`config.mk`:
```
export PLATFORM = sky130hd
export DESIGN_NAME = multicycle_seq_control_flat
export DESIGN_NICKNAME = d
export VERILOG_FILES = /design/src/rtl/multicycle_seq_control_if.sv /design/src/rtl/multicycle_seq_control.sv /design/src/flat_wrapper.sv
export SDC_FILE = /design/constraint.sdc
export NUM_CORES = 1
export LEC_CHECK = 0
export CORE_UTILIZATION = 50
export CTS_BUF_LIST = sky130_fd_sc_hd__clkbuf_8
export DETAILED_ROUTE_END_ITERATION = 8
export PLACE_DENSITY_LB_ADDON = 0.2
export SLEW_MARGIN = 20
export SYNTH_ARGS = -nofsm -noshare
export SYNTH_HDL_FRONTEND = slang
export SYNTH_SLANG_ARGS = --single-unit
```
`constraint.sdc`:
```
create_clock -name clk -period 2.61 [get_ports clk]
set_clock_uncertainty 0.05 [all_clocks]
set_input_delay 0.3915 -clock clk [delete_from_list [all_inputs] [get_ports clk]]
set_output_delay 0.3915 -clock clk [all_outputs]
set_load 0.02 [all_outputs]
```
`src/rtl/multicycle_seq_control_if.sv`:
```
// Handshake bundle between the multicycle control sequencer and the MUSA datapath.
// The master side is the sequencer: it consumes opcode/stall/resume and drives every control strobe.
interface multicycle_seq_control_if #(
    parameter int OPCODE_W = 6,
    parameter int STAGE_W  = 3,
    parameter int CNT_W    = 16,
    parameter int ALUOP_W  = 3
);
    logic [OPCODE_W-1:0] opcode;
    logic                stall;
    logic                resume;
    logic [STAGE_W-1:0]  stage;
    logic                ir_write;
    logic                pc_write;
    logic [2:0]          pcSrc;
    logic [ALUOP_W-1:0]  aluOp;
    logic [1:0]          data_a_select;
    logic [1:0]          data_b_select;
    logic                regDst;
    logic                memToReg;
    logic                memRead;
    logic                memWrite;
    logic                regWrite;
    logic                push;
    logic                pop;
    logic                aux_push_pop;
    logic                halted;
    logic                illegal;
    logic [CNT_W-1:0]    instr_retired;

    modport master (
        input  opcode, stall, resume,
        output stage, ir_write, pc_write, pcSrc, aluOp, data_a_select, data_b_select,
               regDst, memToReg, memRead, memWrite, regWrite, push, pop, aux_push_pop,
               halted, illegal, instr_retired
    );

    modport slave (
        output opcode, stall, resume,
        input  stage, ir_write, pc_write, pcSrc, aluOp, data_a_select, data_b_select,
               regDst, memToReg, memRead, memWrite, regWrite, push, pop, aux_push_pop,
               halted, illegal, instr_retired
    );
endinterface

```
`src/rtl/multicycle_seq_control.sv`:
```
// Variable-length multicycle control sequencer for the MUSA ID block: per-class stage
// sequences, stall/halt handling, illegal-opcode flag and a retired-instruction counter.
module multicycle_seq_control #(
    parameter int OPCODE_W = 6,
    parameter int STAGE_W  = 3,
    parameter int CNT_W    = 16,
    parameter int ALUOP_W  = 3
) (
    input logic                      clk,
    input logic                      reset,
    multicycle_seq_control_if.master bus
);

    typedef enum logic [STAGE_W-1:0] {
        S_FETCH  = STAGE_W'(0),
        S_DECODE = STAGE_W'(1),
        S_EXEC   = STAGE_W'(2),
        S_MEM    = STAGE_W'(3),
        S_WB     = STAGE_W'(4),
        S_HALTED = STAGE_W'(5)
    } stage_e;

    localparam logic [OPCODE_W-1:0] OP_RTYPE = OPCODE_W'('b000000);
    localparam logic [OPCODE_W-1:0] OP_MUL   = OPCODE_W'('b011100);
    localparam logic [OPCODE_W-1:0] OP_DIV   = OPCODE_W'('b000101);
    localparam logic [OPCODE_W-1:0] OP_ADDI  = OPCODE_W'('b001000);
    localparam logic [OPCODE_W-1:0] OP_SUBI  = OPCODE_W'('b001001);
    localparam logic [OPCODE_W-1:0] OP_ANDI  = OPCODE_W'('b001100);
    localparam logic [OPCODE_W-1:0] OP_ORI   = OPCODE_W'('b001101);
    localparam logic [OPCODE_W-1:0] OP_LW    = OPCODE_W'('b100011);
    localparam logic [OPCODE_W-1:0] OP_SW    = OPCODE_W'('b101011);
    localparam logic [OPCODE_W-1:0] OP_JR    = OPCODE_W'('b010001);
    localparam logic [OPCODE_W-1:0] OP_JPC   = OPCODE_W'('b000010);
    localparam logic [OPCODE_W-1:0] OP_BRFL  = OPCODE_W'('b000100);
    localparam logic [OPCODE_W-1:0] OP_CALL  = OPCODE_W'('b000011);
    localparam logic [OPCODE_W-1:0] OP_RET   = OPCODE_W'('b000001);
    localparam logic [OPCODE_W-1:0] OP_HALT  = OPCODE_W'('b111111);

    localparam logic [ALUOP_W-1:0] ALU_ADD   = ALUOP_W'('b000);
    localparam logic [ALUOP_W-1:0] ALU_SUB   = ALUOP_W'('b001);
    localparam logic [ALUOP_W-1:0] ALU_RTYPE = ALUOP_W'('b010);
    localparam logic [ALUOP_W-1:0] ALU_AND   = ALUOP_W'('b011);
    localparam logic [ALUOP_W-1:0] ALU_OR    = ALUOP_W'('b100);
    localparam logic [ALUOP_W-1:0] ALU_BRFL  = ALUOP_W'('b101);

    stage_e              stage_q, stage_d;
    logic [OPCODE_W-1:0] opcode_q, opcode_d;
    logic [CNT_W-1:0]    retired_q, retired_d;

    logic isAlu, isLw, isSw, isBranch, isCall, isRet, isHalt, isUndef;
    logic lastStage, advance, live, commit;
    logic [2:0]          pcSrcC;
    logic [ALUOP_W-1:0]  aluOpC;
    logic [1:0]          selAC, selBC;
    logic                regDstC, memToRegC;

    always_comb begin
        isAlu    = 1'b0;
        isLw     = 1'b0;
        isSw     = 1'b0;
        isBranch = 1'b0;
        isCall   = 1'b0;
        isRet    = 1'b0;
        isHalt   = 1'b0;
        isUndef  = 1'b0;
        case (opcode_q)
            OP_RTYPE, OP_MUL, OP_DIV,
            OP_ADDI, OP_SUBI, OP_ANDI, OP_ORI: isAlu = 1'b1;
            OP_LW:                   isLw = 1'b1;
            OP_SW:                   isSw = 1'b1;
            OP_JR, OP_JPC, OP_BRFL:  isBranch = 1'b1;
            OP_CALL: begin
                isBranch = 1'b1;
                isCall   = 1'b1;
            end
            OP_RET: begin
                isBranch = 1'b1;
                isRet    = 1'b1;
            end
            OP_HALT:                 isHalt = 1'b1;
            default:                 isUndef = 1'b1;
        endcase
    end

    // The stage that owns pc_write is also the one that retires the instruction.
    assign lastStage = (stage_q == S_DECODE && isHalt)
                    || (stage_q == S_EXEC && (isBranch || isUndef))
                    || (stage_q == S_MEM && isSw)
                    || (stage_q == S_WB);
    assign advance = !bus.stall;

    always_comb begin
        stage_d   = stage_q;
        opcode_d  = opcode_q;
        retired_d = retired_q;
        case (stage_q)
            S_FETCH: if (advance) begin
                opcode_d = bus.opcode;
                stage_d  = S_DECODE;
            end
            S_DECODE: if (advance) stage_d = isHalt ? S_HALTED : S_EXEC;
            S_EXEC: if (advance) begin
                if (isAlu)             stage_d = S_WB;
                else if (isLw || isSw) stage_d = S_MEM;
                else                   stage_d = S_FETCH;
            end
            S_MEM:    if (advance) stage_d = isLw ? S_WB : S_FETCH;
            S_WB:     if (advance) stage_d = S_FETCH;
            S_HALTED: if (bus.resume) stage_d = S_FETCH;
            default:  stage_d = S_FETCH;
        endcase
        if (advance && lastStage) retired_d = retired_q + CNT_W'(1);
    end

    always_ff @(posedge clk) begin
        if (reset) begin
            stage_q   <= S_FETCH;
            opcode_q  <= '0;
            retired_q <= '0;
        end else begin
            stage_q   <= stage_d;
            opcode_q  <= opcode_d;
            retired_q <= retired_d;
        end
    end

    always_comb begin
        pcSrcC    = 3'b010;
        aluOpC    = ALU_ADD;
        selAC     = 2'b00;
        selBC     = 2'b00;
        regDstC   = 1'b0;
        memToRegC = 1'b0;
        if (stage_q != S_FETCH) begin
            case (opcode_q)
                OP_RTYPE, OP_MUL, OP_DIV: begin
                    aluOpC  = ALU_RTYPE;
                    selAC   = 2'b10;
                    selBC   = 2'b01;
                    regDstC = 1'b1;
                end
                OP_ADDI: begin aluOpC = ALU_ADD; selAC = 2'b10; end
                OP_SUBI: begin aluOpC = ALU_SUB; selAC = 2'b10; end
                OP_ANDI: begin aluOpC = ALU_AND; selAC = 2'b10; end
                OP_ORI:  begin aluOpC = ALU_OR;  selAC = 2'b10; end
                OP_LW:   begin selAC = 2'b10; memToRegC = 1'b1; end
                OP_SW:   selAC = 2'b10;
                OP_BRFL: begin
                    aluOpC = ALU_BRFL;
                    selAC  = 2'b10;
                    pcSrcC = 3'b001;
                end
                OP_JR, OP_CALL: pcSrcC = 3'b001;
                OP_JPC:  begin selBC = 2'b10; pcSrcC = 3'b011; end
                OP_RET:  pcSrcC = 3'b000;
                OP_HALT: pcSrcC = 3'b100;
                default: aluOpC = ALU_RTYPE;
            endcase
        end
    end

    // Commit strobes die under stall or reset; memRead only under reset so the load stays valid.
    assign live   = !reset;
    assign commit = live && !bus.stall;

    assign bus.stage         = stage_q;
    assign bus.ir_write      = commit && stage_q == S_FETCH;
    assign bus.pc_write      = commit && lastStage;
    assign bus.memRead       = live && stage_q == S_MEM && isLw;
    assign bus.memWrite      = commit && stage_q == S_MEM && isSw;
    assign bus.regWrite      = commit && stage_q == S_WB;
    assign bus.push          = commit && stage_q == S_EXEC && isCall;
    assign bus.pop           = commit && stage_q == S_EXEC && isRet;
    assign bus.aux_push_pop  = bus.push || bus.pop;
    assign bus.halted        = stage_q == S_HALTED;
    assign bus.illegal       = live && isUndef && (stage_q == S_DECODE || stage_q == S_EXEC);
    assign bus.instr_retired = retired_q;
    assign bus.pcSrc         = pcSrcC;
    assign bus.aluOp         = aluOpC;
    assign bus.data_a_select = selAC;
    assign bus.data_b_select = selBC;
    assign bus.regDst        = regDstC;
    assign bus.memToReg      = memToRegC;

endmodule

```
`src/flat_wrapper.sv`:
```
// flat-port wrapper written by rule: the top's interface ports become plain ports
module multicycle_seq_control_flat 
#(
    parameter int OPCODE_W = 6,
    parameter int STAGE_W  = 3,
    parameter int CNT_W    = 16,
    parameter int ALUOP_W  = 3
)
  (clk, reset, bus_opcode, bus_stall, bus_resume, bus_stage, bus_ir_write, bus_pc_write, bus_pcSrc, bus_aluOp, bus_data_a_select, bus_data_b_select, bus_regDst, bus_memToReg, bus_memRead, bus_memWrite, bus_regWrite, bus_push, bus_pop, bus_aux_push_pop, bus_halted, bus_illegal, bus_instr_retired);
  multicycle_seq_control_if #(.OPCODE_W(OPCODE_W), .STAGE_W(STAGE_W), .CNT_W(CNT_W), .ALUOP_W(ALUOP_W)) bus_i ();
  input logic clk;
  input logic reset;
  input wire logic [$bits(bus_i.opcode)-1:0] bus_opcode;
  input wire logic [$bits(bus_i.stall)-1:0] bus_stall;
  input wire logic [$bits(bus_i.resume)-1:0] bus_resume;
  output wire logic [$bits(bus_i.stage)-1:0] bus_stage;
  output wire logic [$bits(bus_i.ir_write)-1:0] bus_ir_write;
  output wire logic [$bits(bus_i.pc_write)-1:0] bus_pc_write;
  output wire logic [$bits(bus_i.pcSrc)-1:0] bus_pcSrc;
  output wire logic [$bits(bus_i.aluOp)-1:0] bus_aluOp;
  output wire logic [$bits(bus_i.data_a_select)-1:0] bus_data_a_select;
  output wire logic [$bits(bus_i.data_b_select)-1:0] bus_data_b_select;
  output wire logic [$bits(bus_i.regDst)-1:0] bus_regDst;
  output wire logic [$bits(bus_i.memToReg)-1:0] bus_memToReg;
  output wire logic [$bits(bus_i.memRead)-1:0] bus_memRead;
  output wire logic [$bits(bus_i.memWrite)-1:0] bus_memWrite;
  output wire logic [$bits(bus_i.regWrite)-1:0] bus_regWrite;
  output wire logic [$bits(bus_i.push)-1:0] bus_push;
  output wire logic [$bits(bus_i.pop)-1:0] bus_pop;
  output wire logic [$bits(bus_i.aux_push_pop)-1:0] bus_aux_push_pop;
  output wire logic [$bits(bus_i.halted)-1:0] bus_halted;
  output wire logic [$bits(bus_i.illegal)-1:0] bus_illegal;
  output wire logic [$bits(bus_i.instr_retired)-1:0] bus_instr_retired;
  assign bus_i.opcode = bus_opcode;
  assign bus_i.stall = bus_stall;
  assign bus_i.resume = bus_resume;
  assign bus_stage = bus_i.stage;
  assign bus_ir_write = bus_i.ir_write;
  assign bus_pc_write = bus_i.pc_write;
  assign bus_pcSrc = bus_i.pcSrc;
  assign bus_aluOp = bus_i.aluOp;
  assign bus_data_a_select = bus_i.data_a_select;
  assign bus_data_b_select = bus_i.data_b_select;
  assign bus_regDst = bus_i.regDst;
  assign bus_memToReg = bus_i.memToReg;
  assign bus_memRead = bus_i.memRead;
  assign bus_memWrite = bus_i.memWrite;
  assign bus_regWrite = bus_i.regWrite;
  assign bus_push = bus_i.push;
  assign bus_pop = bus_i.pop;
  assign bus_aux_push_pop = bus_i.aux_push_pop;
  assign bus_halted = bus_i.halted;
  assign bus_illegal = bus_i.illegal;
  assign bus_instr_retired = bus_i.instr_retired;
  multicycle_seq_control #(.OPCODE_W(OPCODE_W), .STAGE_W(STAGE_W), .CNT_W(CNT_W), .ALUOP_W(ALUOP_W)) u_core (.clk(clk), .reset(reset), .bus(bus_i));
endmodule
```
==> summary.md, run 1 <==
| Metric | Value |
|---|---|
| WP data required | 2.17 ns |
| Reg2Reg Depth | 7 |
| Max Cap Viol | 0 |
| Period utilization | 96.34% |
| Hold_sp | u_core.bus.instr_retired[1] |
| Final setup fails | 0 |
| Arrival time worst endpoint | 2.07 ns |
| Ranking of synthesized cells by area | dfxtp_1 26%, nor2_1 7.5%, nor2b_1 5.6%, mux2_1 4.7%, a21oi_1 4.2% |
| Max IR drop VDD | 0.3998 mV |
| Number of standard cells after synthesis | 254 |
| Worst setup EP type | output port |
| Fin crit period | 2.514 ns |
| RSZ-0062 raised after global routing | no |
| Cell breakdown of the critical path | buf_4, nor2_1, a211o_1, nand2_1, o311a_1, clkdlybuf4s50_1 |
| DRC Markers | 1 |
| Avg WL per Cell | 13.54 um |
| Final Max Tran Viols | 0 |
| Core area | 3661 um2 |
| Post-route cell area | 2630 um2 |
| Leak pwr | 0.001189 uW |
| GP Congestion | 0.9182 |
| Buffers on Ports | 49 |
| Total congestion overflow | 0 |
| Worst path max stage delay | 0.59 ns |
| Clock buffer depth | 2 |
| Post-synthesis simple-gate area fraction | 31.28% |
| Adder-cell area share of the yosys netlist | 0.6557% |
| Worst reg2reg path endpoint | u_core.bus.instr_retired[8] |
| Pre-Repair DR Iteration Count | 6 |
| ANT nets after route | 0 |
| Synthesis-stage register bit count | 25 |
| Final hold vios | 0 |
| Dpl cell area | 2566 um2 |
| Die Ht | 63.78 um |
| Critical path class | reg2out |
| Post-synth EDFFs | 0 |
| Synth-to-layout area growth | 37.84% |
| Die area | 4067 um2 |
| Synth Net Count | 265 |
| Area fraction of the dominant cell type after synthesis | 26.23% |
| Row cnt | 22 |
| Post-synth ARST share | 0% |
| Primary FF master, synth | dfxtp_1 |
| Post-Syn Area | 1908 um2 |
| Hold Crit Class | reg2reg |
| Clk_lat worst skew | 0.26 ns |
| Status | finished, violations left |
| Vias in the first global route | 1,826 |
| Initial antenna violation count | 0 |
| Power density cells | 362.8 nW/um2 |
| CTS sink cnt | 25 |
| Initial Utilization | 52.12% |
| Nets | 323 |
| Post-synth top cells | 38 x nor2_1, 25 x dfxtp_1, 17 x clkbuf_1, 17 x nor2b_1, 16 x a21oi_1 |
| CTS tree | yes |
| Final wirelength | 4862 um |
| Ports | 51 |
| Die Width | 63.78 um |
| Syn Area/Cell | 7.512 um2 |
| Critical path fanouts, max | 16 |
| Setup TNS | 0 ns |
| Pin count of the biggest net entering global routing | 37 |
| Largest family of logic cells by synthesized area | simple AND/OR/NAND/NOR gates |
| Count leader, synth | nor2_1 |
| CTS buffer count | 3 |
| Register area share after synthesis | 26.23% |
| R2r startpoint | u_core.opcode_q[2] |
| DR vias | 1,999 |
| # H-tree levels | 1 |
| CP Launch Type | register |
| Worst path slowest cell | clkdlybuf4s50_1 |
| Violated checks | DRC |
| Yosys top cell by area | dfxtp_1 |
| Detail Placement HPWL | 3638 um |
| Syn. warnings | 0 |
| Post-Route Utilization | 71.84% |
| Total GRT Usage | 24.65% |
| Via-to-Cell Ratio | 5.568 |
| Mux cell area share after synthesis | 12.00% |
| WHS Path Cells | 2 |
| Complex-gate fraction of the synthesized area | 20.98% |
| Fmax | 397.7 MHz |
| CP Launch Point | u_core.opcode_q[0] |
| Synth unique cells | 53 |
| Worst Hold Path EP | u_core.bus.instr_retired[1] |
| Initial DRC count | 158 |
| Clock root cell | clkbuf_8 |
| Final Power | 954.1 uW |
| Post-place setup slack | -0.1812 ns |
| R2R setup slack | 0.36 ns |
| First-pass GRT wire length | 8142 um |
| Share of cells above drive strength 1 | 16.40% |
| Clk slew on worst S/H paths | 0.09 ns |
| Worst setup margin | 0.09552 ns |
| Xor/xnor share of the synthesized area | 1.377% |
| # diodes | 0 |
[cells by family (layout without fill, tap and decap cells)]
kind of cell	count (synthesis)	after routing
compound gates	56	56
xor+xnor	3	3
fa+ha+maj	1	1
buf+inv	31	88
flops	25	25
mux	21	21
other cells	1	1
simple gates	116	116
[cells in the final DEF (no fill, tap or decap), drive strengths merged, types with 3 or more instances in the layout]
cell type / n
inv: 7
mux2i: 6
dlygate4sd2: 6
xnor2: 3
nor2b: 17
o211a: 3
a21oi: 16
nor4: 4
dlymetal6s2s: 8
o21ai: 7
nor2: 39
dfxtp: 25
nand3: 7
clkbuf: 3
nand3b: 3
nand4: 6
nand2b: 4
clkdlybuf4s50: 35
nor3: 11
a211oi: 9
or3: 4
mux2: 15
nand2: 12
buf: 29
[metrics by stage]
step | hold WS, ns | instances
floorplan | 0.4803 | 254
global placement | 0.4496 | 355
detailed placement | 0.4784 | 355
CTS | 0.4985 | 359
global route | 0.5189 | 359
finish | 0.4944 | 359
[layer usage]
layer | track usage (%) | up-vias | wire length (um)
met4 | 8.807 | 0 | 74
met2 | 42.55 | 53 | 2370
li1 | - | 1017 | -
met3 | 2.857 | 6 | 167
met5 | 0 | - | 0
met1 | 31.35 | 923 | 2249
[how the worst max path moves through the flow]
stage                                       to  slack (ns)
final                             bus_aluOp[1]         0.1
after CTS                 bus_data_b_select[1]        0.01
after global placement                 bus_pop       -0.17
after global routing              bus_aluOp[1]       0.008
after floorplan                   bus_pc_write        0.21
after detailed placement              bus_push       -0.18
[worst max-delay path: cells and delay by family (launching register included)]
kind	cells	cell delay, ns
and+or+nand+nor	2	0.17
DFF	1	0.38
AOI/OAI and AO/OA	2	0.43
buffers and inverters	2	0.82
[layout make-up]
| type | instances | area [um2] |
|---|---|---|
| clock buffer | 3 | 41.29 |
| clock inverter | 1 | 3.754 |
| fill | 321 | 1031 |
| inverter | 6 | 22.52 |
| multi-input combinational | 198 | 1275 |
| sequential | 25 | 506.7 |
| tap | 48 | 60.06 |
| timing repair buffer | 78 | 720.7 |
[state kept, by name, indices dropped and copies added (netlist names)]
name and flops:
u_core.bus.instr_retired 16, u_core.bus.stage 3, u_core.opcode_q 6
[where the power goes]
group | switching [uW] | internal [uW]
sequential | 21.4 | 394
combinational | 167 | 150
clock | 116 | 105
total | 305 | 650
[what timing repair did]
action / CTS / global route
setup buffers: 0 / 0
hold buffers: 0 / 0
resized for setup: 7 / 12
setup endpoints to repair: 8 / 15
(Power assumes the default switching activity.)
==> run 2: changes to the inputs <==
--- a/config.mk
+++ b/config.mk
@@ -7,8 +7,10 @@
 export LEC_CHECK = 0
 export CORE_UTILIZATION = 50
 export CTS_BUF_LIST = sky130_fd_sc_hd__clkbuf_8
+export CTS_CLUSTER_SIZE = 16
 export DETAILED_ROUTE_END_ITERATION = 8
 export PLACE_DENSITY_LB_ADDON = 0.2
+export REMOVE_ABC_BUFFERS = 1
 export SLEW_MARGIN = 20
 export SYNTH_ARGS = -nofsm -noshare
 export SYNTH_HDL_FRONTEND = slang
==> constraint.sdc (replaced) <==
create_clock -name clk -period 2.61 [get_ports clk]
set_clock_uncertainty 0.05 [all_clocks]
set_input_delay 0.3915 -clock clk [delete_from_list [all_inputs] [get_ports clk]]
set_output_delay 0.3915 -clock clk [all_outputs]
set_load 0.01 [all_outputs]
==> summary.md, run 2 (same netlist as run 1, synthesis figures left out) <==
| Metric | Value |
|---|---|
| Via-to-Cell Ratio | 5.674 |
| Die Ht | 63.78 um |
| Sw frac | 31.54% |
| Core area | 3661 um2 |
| Post-place setup slack | -0.1880 ns |
| Worst path max stage delay | 0.52 ns |
| Top routing layer used | met4 |
| Fmax | 383.2 MHz |
| Initial DRC count | 134 |
| Worst setup EP type | output port |
| Initial antenna violation count | 0 |
| RSZ-0062 raised after global routing | yes |
| Pre-Repair DR Iteration Count | 4 |
| ANT nets after route | 0 |
| CTS sink cnt | 25 |
| Nets | 320 |
| Final Max Tran Viols | 0 |
| Buffers on Ports | 49 |
| Critical path class | in2out |
| Total congestion overflow | 0 |
| Most common cell after layout, fill and taps aside | clkdlybuf4s50_1 |
| Max Cap Viol | 0 |
| WL met1 | 2206 um |
| Cell Count Post-Placement | 351 |
| Die area | 4067 um2 |
| Clock Power Share | 24.6% |
| DR vias | 2,020 |
| Sequential Power Share | 43.9% |
| Detail Placement HPWL | 3589 um |
| Final wirelength | 4986 um |
| Worst path slowest cell | clkdlybuf4s50_1 |
| Max reg flops | 16 |
| WP buf/inv | 3 |
| CP Launch Type | input pin |
| Clock buffer depth | 2 |
| Cts hold-fix bufs | 0 |
| Fin crit period | 2.609 ns |
| Max IR drop VDD | 0.2752 mV |
| Initial Utilization | 52.12% |
| Internal power | 649.9 uW |
| # diodes | 0 |
| CTS buffer count | 3 |
| # H-tree levels | 1 |
| Leak pwr | 0.001084 uW |
| Final Non-Filler Cells | 356 |
| R2R setup slack | 0.36 ns |
| Ports | 51 |
| Combinational power share | 31.6% |
| Critical Path Most Common Cell | clkdlybuf4s50_1 |
| WP data required | 2.17 ns |
| Synth-to-layout area growth | 38.36% |
| Total GRT Usage | 25.87% |
| Status | finished, final reports clean |
| Avg WL per Cell | 14.01 um |
| Share of cells above drive strength 1 | 17.53% |
| DR WL met2 | 2471 um |
| Met3 Wirelength | 184 um |
| P_sw | 299.3 uW |
| Most frequent cells in the layout | 41 x clkdlybuf4s50_1, 38 x nor2_1, 25 x buf_4 |
| DRC Markers | 0 |
| Clk slew on worst S/H paths | 0.09 ns |
| Pin count of the biggest net entering global routing | 26 |
| CP delay by family, top | buffers and inverters |
| Final hold vios | 0 |
| Row cnt | 22 |
| GP Congestion | 0.9235 |
| Power density cells | 359.5 nW/um2 |
| Vias in the first global route | 1,879 |
| Clock root cell | clkbuf_8 |
| Die Width | 63.78 um |
| Cell breakdown of the critical path | clkdlybuf4s50_1, or4_4, nor4_4, buf_4, clkdlybuf4s50_1 |
| Arrival time worst endpoint | 2.17 ns |
| First-pass GRT wire length | 8459 um |
| CTS tree | yes |
| Final setup fails | 0 |
| Worst setup margin | 0.0006593 ns |
| Period utilization | 99.97% |
| Clk_lat worst skew | 0.27 ns |
| Critical path fanouts, max | 3 |
| Hold Crit Class | reg2reg |
run 2: final timing paths:
check,start,to,cells past startpoint
hold reg to reg,u_core.bus.instr_retired[1],u_core.bus.instr_retired[1],2
hold / removal,u_core.bus.instr_retired[1],u_core.bus.instr_retired[1],2
setup reg to reg,u_core.opcode_q[4],u_core.bus.instr_retired[8],7
setup / recovery,reset,bus_aux_push_pop,5
run 2: power groups by stage:
stage	Sequential (uW)	Clock [uW]	Combinational, uW
2_1_floorplan	438	0	137
3_3_place_gp	423	0	290
3_5_place_dp	423	0	292
4_1_cts	415	241	294
5_1_grt	420	253	333
6_report	416	233	300
run 2: cell type report:
cell class	instances	area, um2
Fill cell	298	1021
Inverter	6	22.52
Sequential cell	25	510.5
Clock inverter	1	5.005
Timing Repair Buffer	75	690.7
Clock buffer	3	41.29
Tap cell	48	60.06
Multi-Input combinational cell	198	1310
run 2: worst min-delay path, delay by kind of cell (launching register included):
| family | cells | cell delay, ns |
|---|---|---|
| flip-flops | 1 | 0.35 |
| AND/OR/NAND/NOR | 1 | 0.07 |
| multiplexers | 1 | 0.06 |
run 2: routing by layer:
layer / GRT usage (%) / vias to the layer above
li1: - / 1013
met1: 33.55 / 923
met2: 42.69 / 71
met3: 3.214 / 13
met4: 11.36 / 0
met5: 0 / -
run 2: repair_timing:
item / in CTS / in global routing
pin swaps: 0 / 2
setup endpoints to repair: 8 / 7
gates cloned: 0 / 0
buffers inserted: 0 / 1
gates resized for setup: 12 / 11
run 2: through the flow:
stage / hold WS, ns / TNS, ns / total power [uW] / util [%] / cell area, um2
after detailed placement: 0.4585 / -0.4577 / 715.4 / 69.10 / 2530
final: 0.4708 / 0 / 949.2 / 72.11 / 2640
after floorplan: 0.4106 / 0 / 576.0 / - / 1792
after CTS: 0.4712 / 0 / 949.8 / 70.75 / 2590
after global routing: 0.5048 / -0.08369 / 1006 / 72.11 / 2640
after global placement: 0.4444 / -0.4053 / 712.2 / 69.10 / 2530
